[src/rtl/cpu_pkg.sv]
// Shared definitions for the multi-cycle core: opcodes, FSM states, instruction fields.
package cpu_pkg;

   // Instruction field positions
   localparam int unsigned OPC_MSB = 31;
   localparam int unsigned OPC_LSB = 28;
   localparam int unsigned RD_MSB  = 27;
   localparam int unsigned RD_LSB  = 24;
   localparam int unsigned RA_MSB  = 23;
   localparam int unsigned RA_LSB  = 20;
   localparam int unsigned RB_MSB  = 19;
   localparam int unsigned RB_LSB  = 16;
   localparam int unsigned IMM_MSB = 15;
   localparam int unsigned IMM_LSB = 0;
   localparam int unsigned IMM_W   = 16;

   // Register file geometry
   localparam int unsigned NREGS  = 16;
   localparam int unsigned REG_AW = 4;

   // Opcodes
   localparam logic [3:0] OP_NOP  = 4'b0000;
   localparam logic [3:0] OP_ADD  = 4'b0100;
   localparam logic [3:0] OP_SUB  = 4'b0101;
   localparam logic [3:0] OP_AND  = 4'b0110;
   localparam logic [3:0] OP_OR   = 4'b0111;
   localparam logic [3:0] OP_BEQ  = 4'b1000;
   localparam logic [3:0] OP_BNE  = 4'b1001;
   localparam logic [3:0] OP_LW   = 4'b1010;
   localparam logic [3:0] OP_SW   = 4'b1011;
   localparam logic [3:0] OP_ADDI = 4'b1100;
   localparam logic [3:0] OP_LUI  = 4'b1101;
   localparam logic [3:0] OP_HALT = 4'b1111;

   typedef enum logic [2:0] {
      ST_FETCH,
      ST_EXEC,
      ST_MEM,
      ST_WB,
      ST_STOP
   } state_t;

   // True for opcodes whose result lands in Rd
   function automatic logic writes_rd(input logic [3:0] op);
      return (op == OP_ADD) || (op == OP_SUB) || (op == OP_AND) || (op == OP_OR) ||
             (op == OP_ADDI) || (op == OP_LUI) || (op == OP_LW);
   endfunction

endpackage

[src/rtl/cpu_regfile.sv]
// 16-entry register file: two async read ports, one sync write port, R0 hardwired to zero.
module cpu_regfile
   import cpu_pkg::*;
#(
   parameter int unsigned XLEN = 32
) (
   input  logic              clk,
   input  logic              rst,
   input  logic [REG_AW-1:0] i_ra_addr,
   output logic [XLEN-1:0]   o_ra_data,
   input  logic [REG_AW-1:0] i_rb_addr,
   output logic [XLEN-1:0]   o_rb_data,
   input  logic              i_we,
   input  logic [REG_AW-1:0] i_wd_addr,
   input  logic [XLEN-1:0]   i_wd_data
);

   logic [XLEN-1:0] r_regs [NREGS];

   // Register storage; writes to R0 are dropped
   always_ff @(posedge clk) begin
      if (rst) begin
         r_regs <= '{default: '0};
      end else if (i_we && (i_wd_addr != '0)) begin
         r_regs[i_wd_addr] <= i_wd_data;
      end
   end

   assign o_ra_data = (i_ra_addr == '0) ? '0 : r_regs[i_ra_addr];
   assign o_rb_data = (i_rb_addr == '0) ? '0 : r_regs[i_rb_addr];

endmodule

[src/rtl/cpu_mc.sv]
// Multi-cycle core: FETCH -> EXEC -> (MEM) -> WB, with a terminal STOP state.
module cpu_mc
   import cpu_pkg::*;
#(
   parameter int unsigned     XLEN     = 32,
   parameter logic [XLEN-1:0] RESET_PC = '0
) (
   input  logic            clk,
   input  logic            rst,
   output logic            imem_req,
   output logic [XLEN-1:0] imem_addr,
   input  logic            imem_ack,
   input  logic [31:0]     imem_rdata,
   output logic            dmem_req,
   output logic            dmem_we,
   output logic [XLEN-1:0] dmem_addr,
   output logic [XLEN-1:0] dmem_wdata,
   input  logic            dmem_ack,
   input  logic [XLEN-1:0] dmem_rdata,
   output logic [XLEN-1:0] pc,
   output logic            retire,
   output logic            halted,
   output logic            illegal
);

   state_t          r_state;
   logic [XLEN-1:0] r_pc;
   logic [XLEN-1:0] r_next_pc;
   logic [31:0]     r_instr;
   logic [XLEN-1:0] r_result;
   logic            r_imem_req;
   logic            r_dmem_req;
   logic            r_dmem_we;
   logic [XLEN-1:0] r_dmem_addr;
   logic [XLEN-1:0] r_dmem_wdata;
   logic            r_retire;
   logic            r_halted;
   logic            r_illegal;

   logic [3:0]       w_op;
   logic [IMM_W-1:0] w_imm;
   logic [XLEN-1:0]  w_sext;
   logic [XLEN-1:0]  w_ra_data;
   logic [XLEN-1:0]  w_rb_data;
   logic [XLEN-1:0]  w_alu;
   logic [XLEN-1:0]  w_pc_inc;
   logic [XLEN-1:0]  w_br_tgt;
   logic [XLEN-1:0]  w_pc_sel;
   logic             w_taken;
   logic             w_rf_we;

   assign w_op     = r_instr[OPC_MSB:OPC_LSB];
   assign w_imm    = r_instr[IMM_MSB:IMM_LSB];
   assign w_sext   = {{(XLEN-IMM_W){w_imm[IMM_W-1]}}, w_imm};
   assign w_pc_inc = r_pc + XLEN'(4);
   assign w_br_tgt = w_pc_inc + (w_sext << 2);
   assign w_taken  = ((w_op == OP_BEQ) && (w_ra_data == w_rb_data)) ||
                     ((w_op == OP_BNE) && (w_ra_data != w_rb_data));
   assign w_pc_sel = w_taken ? w_br_tgt : w_pc_inc;
   assign w_rf_we  = (r_state == ST_WB) && writes_rd(w_op);

   cpu_regfile #(.XLEN(XLEN)) u_regfile (
      .clk       (clk),
      .rst       (rst),
      .i_ra_addr (r_instr[RA_MSB:RA_LSB]),
      .o_ra_data (w_ra_data),
      .i_rb_addr (r_instr[RB_MSB:RB_LSB]),
      .o_rb_data (w_rb_data),
      .i_we      (w_rf_we),
      .i_wd_addr (r_instr[RD_MSB:RD_LSB]),
      .i_wd_data (r_result)
   );

   // ALU result or effective address for the latched instruction
   always_comb begin
      w_alu = '0;
      unique case (w_op)
         OP_ADD:        w_alu = w_ra_data + w_rb_data;
         OP_SUB:        w_alu = w_ra_data - w_rb_data;
         OP_AND:        w_alu = w_ra_data & w_rb_data;
         OP_OR:         w_alu = w_ra_data | w_rb_data;
         OP_ADDI,
         OP_LW,
         OP_SW:         w_alu = w_ra_data + w_sext;
         OP_LUI:        w_alu = XLEN'({w_imm, 16'h0000});
         default:       w_alu = '0;
      endcase
   end

   // Control FSM with registered bus and status outputs
   always_ff @(posedge clk) begin
      if (rst) begin
         r_state      <= ST_FETCH;
         r_pc         <= RESET_PC;
         r_next_pc    <= RESET_PC;
         r_instr      <= '0;
         r_result     <= '0;
         r_imem_req   <= 1'b0;
         r_dmem_req   <= 1'b0;
         r_dmem_we    <= 1'b0;
         r_dmem_addr  <= '0;
         r_dmem_wdata <= '0;
         r_retire     <= 1'b0;
         r_halted     <= 1'b0;
         r_illegal    <= 1'b0;
      end else begin
         r_retire <= 1'b0;
         unique case (r_state)
            ST_FETCH: begin
               // First cycle out of reset raises the request; ack only counts once it is up
               if (!r_imem_req) begin
                  r_imem_req <= 1'b1;
               end else if (imem_ack) begin
                  r_imem_req <= 1'b0;
                  r_instr    <= imem_rdata;
                  r_state    <= ST_EXEC;
               end
            end
            ST_EXEC: begin
               r_result  <= w_alu;
               r_next_pc <= {w_pc_sel[XLEN-1:2], 2'b00};
               unique case (w_op)
                  OP_LW, OP_SW: begin
                     r_dmem_req   <= 1'b1;
                     r_dmem_we    <= (w_op == OP_SW);
                     r_dmem_addr  <= {w_alu[XLEN-1:2], 2'b00};
                     r_dmem_wdata <= w_rb_data;
                     r_state      <= ST_MEM;
                  end
                  OP_NOP, OP_ADD, OP_SUB, OP_AND, OP_OR,
                  OP_BEQ, OP_BNE, OP_ADDI, OP_LUI: begin
                     r_retire <= 1'b1;
                     r_state  <= ST_WB;
                  end
                  OP_HALT: begin
                     r_halted <= 1'b1;
                     r_state  <= ST_STOP;
                  end
                  default: begin
                     r_halted  <= 1'b1;
                     r_illegal <= 1'b1;
                     r_state   <= ST_STOP;
                  end
               endcase
            end
            ST_MEM: begin
               if (dmem_ack) begin
                  r_dmem_req <= 1'b0;
                  r_dmem_we  <= 1'b0;
                  if (!r_dmem_we) begin
                     r_result <= dmem_rdata;
                  end
                  r_retire <= 1'b1;
                  r_state  <= ST_WB;
               end
            end
            ST_WB: begin
               r_pc       <= r_next_pc;
               r_imem_req <= 1'b1;
               r_state    <= ST_FETCH;
            end
            ST_STOP: begin
               r_state <= ST_STOP;
            end
            default: begin
               r_state <= ST_FETCH;
            end
         endcase
      end
   end

   assign imem_req   = r_imem_req;
   assign imem_addr  = {r_pc[XLEN-1:2], 2'b00};
   assign dmem_req   = r_dmem_req;
   assign dmem_we    = r_dmem_we;
   assign dmem_addr  = r_dmem_addr;
   assign dmem_wdata = r_dmem_wdata;
   assign pc         = r_pc;
   assign retire     = r_retire;
   assign halted     = r_halted;
   assign illegal    = r_illegal;

endmodule

[config.mk]
export PLATFORM = sky130hd
export DESIGN_NAME = cpu_mc
export DESIGN_NICKNAME = d
export VERILOG_FILES = /design/src/rtl/cpu_pkg.sv /design/src/rtl/cpu_regfile.sv /design/src/rtl/cpu_mc.sv
export SDC_FILE = /design/constraint.sdc
export NUM_CORES = 2
export LEC_CHECK = 0
export ABC_AREA = 1
export ABC_CLOCK_PERIOD_IN_PS = 6900
export BUFFER_PORTS_ARGS = -buffer_cell sky130_fd_sc_hd__buf_2
export CAP_MARGIN = 20
export CORE_ASPECT_RATIO = 2
export CORE_MARGIN = 2
export CORE_UTILIZATION = 48
export DETAILED_ROUTE_END_ITERATION = 7
export PLACE_DENSITY = 0.65
export SYNTH_ARGS = -nofsm -noshare
export SYNTH_HDL_FRONTEND = slang
export SYNTH_SLANG_ARGS = --single-unit
[constraint.sdc]
create_clock -name clk -period 6.9 [get_ports clk]
set_input_delay 0.345 -clock clk [delete_from_list [all_inputs] [get_ports clk]]
set_output_delay 0.345 -clock clk [all_outputs]
set_load 0.1 [all_outputs]
==> results.json <==
{
  "synth_ff_type": "sky130_fd_sc_hd__dfxtp_1",
  "critPathArrivalTime_ns": 6.13,
  "clockRootBuffer": "sky130_fd_sc_hd__clkbuf_16",
  "timing.critical_path.required_ns": 7.41,
  "wire_length_of_the_first_global_routing_pass_mm": 274.5,
  "timing.reg2reg.worst_path_depth": 24,
  "initial_utilization": 0.4844,
  "netlist-cell-type-count": 51,
  "clock_skew_ns": 0.04149,
  "pwr-share-seq": 0.261,
  "crit_path_frequent_cell": "sky130_fd_sc_hd__nand2_1",
  "row_count": 154,
  "max_slew.worst_pin.slew_ns": 1.123,
  "crit_path_cell_trace": "inv_4 > buf_12 > a21oi_1 > o21ai_0 > a21oi_1 > or2_2 > inv_1 > a21oi_1 > inv_1 > ha_1 > inv_1 > nand3_1 > nand2_1 > inv_1 > nand2_1 > nand2_1 > nand2_1 > nand2_1 > nand2_1 > a21oi_1 > o21ai_0 > nand3_1 > o21ai_0 > a21oi_1",
  "avgRoutedWirePerCell_um": 24.07,
  "die_x_um": 214.8,
  "fmax_mhz": 177.9,
  "ctsLongestPathBuffers": 3,
  "tritoncts": "yes",
  "die-area_um2": 91400,
  "drt_drc_violations_left": 0,
  "core_um2": 88060,
  "power.share.combinational": 0.499,
  "worstHoldPathType": "in -> reg",
  "setup_violations": 0,
  "worst_slew_margin_rel": 0.2444,
  "synthCells": 6647,
  "numClockSinks": 707,
  "total_of_buffers_placed_on_input_and_output_ports": 195,
  "number_of_violations_of_the_max_capacitance_limit": 0,
  "layout-drive-gt1-share": 0.08369,
  "final_common_cell": "sky130_fd_sc_hd__a21oi_1",
  "worst_setup_path_start_kind": "flip-flop",
  "synth-seq-area-share": 0.3318,
  "routabilityCongestion": 1.024,
  "detail_route.iter0.violations": 4309,
  "postSynthAreaPerCell_um2": 6.417,
  "worst_r2r_startpoint": "r_instr[17]$_SDFFE_PP0P_",
  "sw_frac_of_total": 0.4969,
  "dr_total_vias": 46460,
  "cellPowerDensity_nw_per_um2": 379.3,
  "h_tree_lvls": 3,
  "worstSkewPairLatency_ns": 0.70,
  "layout_min_cycle_time_ns": 5.621,
  "cp-end-kind": "flip-flop",
  "fin_util": 0.5314,
  "yosys_register_bits": 707,
  "design.final.nets": 6752,
  "cts_made_buffers": 69,
  "fin_worst_hold_slack_ns": 0.03835,
  "critical_path_launch_point": "r_instr[17]$_SDFFE_PP0P_",
  "p_clk_frac": 0.239,
  "grtUsageTotal": 0.3988,
  "grt_start_max_net_pins": 191,
  "area_growth_pct": 9.716,
  "power.leakage_uw": 0.01891,
  "most-common-layout-cells": "sky130_fd_sc_hd__a21oi_1 (1,360), sky130_fd_sc_hd__o21ai_0 (962), sky130_fd_sc_hd__nand2_1 (848)",
  "wl_mm": 187.0,
  "final.setup.worst_slack_ns": 1.279,
  "unrepaired_setup_endpoints_after_global_routing": "false",
  "final_number_of_max_transition_violations": 0,
  "timing.hold.worst.start": "imem_rdata[24]",
  "post-dp-hpwl_mm": 126.7,
  "async_reset_ff_frac": 0,
  "outcome": "complete, no violations",
  "grt_antenna_before_repair": 3,
  "yosysWarningCount": 0,
  "dpl_worst_slack_ns": 1.589,
  "total_power_consumption_of_the_routed_design_uw": 17750,
  "register_to_register_setup_slack_ns": 1.28,
  "synth_enable_flop_cells": 0,
  "drt_pass1_iterations": 8,
  "worst-path-max-fanout": 58,
  "cpPeakStageDelay_ns": 0.81,
  "synthesis.area_um2": 42650,
  "vias_per_cell": 5.978,
  "timing.final.crit_share": 0.8146,
  "min_path_cells": 3,
  "grt_pass1_vias": 44000,
  "clk_pin_slew_worst_paths_ns": 0.07,
  "globalRouteOverflowTotal": 0,
  "drtAntennaViolNets": 0,
  "final-hold-violation-count": 0,
  "chip_height_um": 425.6,
  "fin_tns_setup_ns": 0,
  "critical_path.slowest_cell": "sky130_fd_sc_hd__dfxtp_4",
  "netSwitchingPower_uw": 8819,
  "worst-setup-path-type": "reg -> reg",
  "intPower_uw": 8929,
  "peakVddDrop_uv": 318.8,
  "ioPinCount": 202
}
==> critical path, delay by kind of cell, from the launching register on <==
| kind | cells | cell delay (ns) |
|---|---|---|
| AO/OA/AOI/OAI | 8 | 1.66 |
| adder cells (fa/ha/maj) | 1 | 0.36 |
| buffers and inverters | 6 | 0.87 |
| flip-flops | 1 | 0.81 |
| AND/OR/NAND/NOR | 9 | 1.66 |
==> registers in the layout, indices dropped and copies added, names as in the netlist <==
signal and count:
u_regfile.r_regs 512, r_next_pc 30, retire 1, r_state 3
r_result 32, illegal 1, pc 30, r_instr 32
imem_req 1, dmem_addr 30, dmem_we 1, halted 1
dmem_req 1, dmem_wdata 32
==> area by class of cell <==
class                      count  area, µm²
timing repair buffer         340       2278
tap                         1170       1464
fill                        9274      41260
multi-input combinational   4602      23310
clock buffer                  89       1953
antenna                        5      12.51
sequential                   707      14170
clock inverter                33      486.7
inverter                     825       3119
==> routing by layer <==
layer / vias up / share of wire / wire (µm) / track usage
li1: 21910 / - / - / -
met1: 21540 / 0.34 / 63150 / 0.4115
met2: 2260 / 0.49 / 91040 / 0.6948
met3: 747 / 0.074 / 13850 / 0.06431
met4: 0 / 0.10 / 18970 / 0.3604
met5: - / 0 / 0 / 0
==> cell usage after synthesis, types with 2 or more instances <==
| library cell | count | area, µm² |
|---|---|---|
| sky130_fd_sc_hd__a21boi_0 | 3 | 22.52 |
| sky130_fd_sc_hd__a21oi_1 | 1360 | 6807 |
| sky130_fd_sc_hd__a221oi_1 | 17 | 148.9 |
| sky130_fd_sc_hd__a311o_1 | 8 | 80.08 |
| sky130_fd_sc_hd__a31oi_1 | 12 | 75.07 |
| sky130_fd_sc_hd__a41oi_1 | 4 | 35.03 |
| sky130_fd_sc_hd__and2_1 | 2 | 12.51 |
| sky130_fd_sc_hd__and3_1 | 2 | 12.51 |
| sky130_fd_sc_hd__buf_1 | 65 | 244.0 |
| sky130_fd_sc_hd__buf_2 | 33 | 165.2 |
| sky130_fd_sc_hd__buf_4 | 47 | 352.8 |
| sky130_fd_sc_hd__buf_6 | 9 | 101.4 |
| sky130_fd_sc_hd__clkbuf_1 | 364 | 1366 |
| sky130_fd_sc_hd__clkinv_1 | 6 | 22.52 |
| sky130_fd_sc_hd__dfxtp_1 | 707 | 14150 |
| sky130_fd_sc_hd__ha_1 | 138 | 1727 |
| sky130_fd_sc_hd__inv_1 | 804 | 3018 |
| sky130_fd_sc_hd__inv_2 | 15 | 56.30 |
| sky130_fd_sc_hd__nand2_1 | 862 | 3236 |
| sky130_fd_sc_hd__nand2_2 | 6 | 37.54 |
| sky130_fd_sc_hd__nand2_4 | 3 | 33.78 |
| sky130_fd_sc_hd__nand3_1 | 506 | 2532 |
| sky130_fd_sc_hd__nand3_2 | 3 | 30.03 |
| sky130_fd_sc_hd__nand3b_1 | 7 | 52.55 |
| sky130_fd_sc_hd__nand4_1 | 44 | 275.3 |
| sky130_fd_sc_hd__nor2_1 | 429 | 1610 |
| sky130_fd_sc_hd__nor2_2 | 3 | 18.77 |
| sky130_fd_sc_hd__nor3_1 | 30 | 150.1 |
| sky130_fd_sc_hd__nor3_4 | 2 | 32.53 |
| sky130_fd_sc_hd__nor4_1 | 11 | 68.82 |
| sky130_fd_sc_hd__o2111ai_1 | 6 | 52.55 |
| sky130_fd_sc_hd__o211ai_1 | 38 | 285.3 |
| sky130_fd_sc_hd__o21ai_0 | 962 | 4815 |
| sky130_fd_sc_hd__o21ai_1 | 19 | 95.09 |
| sky130_fd_sc_hd__o21bai_1 | 7 | 52.55 |
| sky130_fd_sc_hd__or2_0 | 2 | 12.51 |
| sky130_fd_sc_hd__or2_1 | 2 | 12.51 |
| sky130_fd_sc_hd__or2_2 | 50 | 312.8 |
| sky130_fd_sc_hd__xnor2_1 | 14 | 122.6 |
| sky130_fd_sc_hd__xor2_1 | 34 | 297.8 |
==> per-stage QoR <==
step / cells / area (µm²)
2_1_floorplan: 6652 / 42670
3_3_place_gp: 7617 / 44070
3_5_place_dp: 7617 / 44070
4_1_cts: 7764 / 46760
5_1_grt: 7768 / 46790
6_report: 7771 / 46790
==> repair_timing <==
| action | in CTS | in global routing |
|---|---|---|
| endpoints found under the hold margin | 25 | 0 |
| buffers inserted | 0 | 0 |
| gates resized for setup | 0 | 0 |
| hold buffers | 25 | 0 |
==> cell families (layout without fill, tap and decap cells) <==
kind of cell	count (synthesis)	after routing	share of synthesized area
compound gates	2443	2443	0.2937
simple gates	1966	1966	0.1986
buf+inv	1343	1287	0.1249
flops	707	707	0.3318
fa+ha+maj	139	139	0.04095
xor+xnor	48	48	0.009857
other cells	1	11	0.00008792
==> final timing paths <==
| path | endpoint |
|---|---|
| worst max-delay path | r_result[13]$_SDFFE_PP0P_ |
| worst min register to register | u_regfile.r_regs[496]$_SDFFE_PP0P_ |
| worst min-delay path | r_instr[24]$_SDFFE_PP0P_ |
| worst max register to register | r_result[13]$_SDFFE_PP0P_ |
==> power groups by stage <==
stage / clock network (µW) / logic (µW) / registers [µW]
6_report: 4250 / 8860 / 4640
5_1_grt: 4430 / 9310 / 4650
4_1_cts: 4290 / 8490 / 4620
3_5_place_dp: 0 / 8450 / 4710
3_3_place_gp: 0 / 8460 / 4710
2_1_floorplan: 0 / 5150 / 4610
No activity file was read; power rests on OpenSTA's default activity.
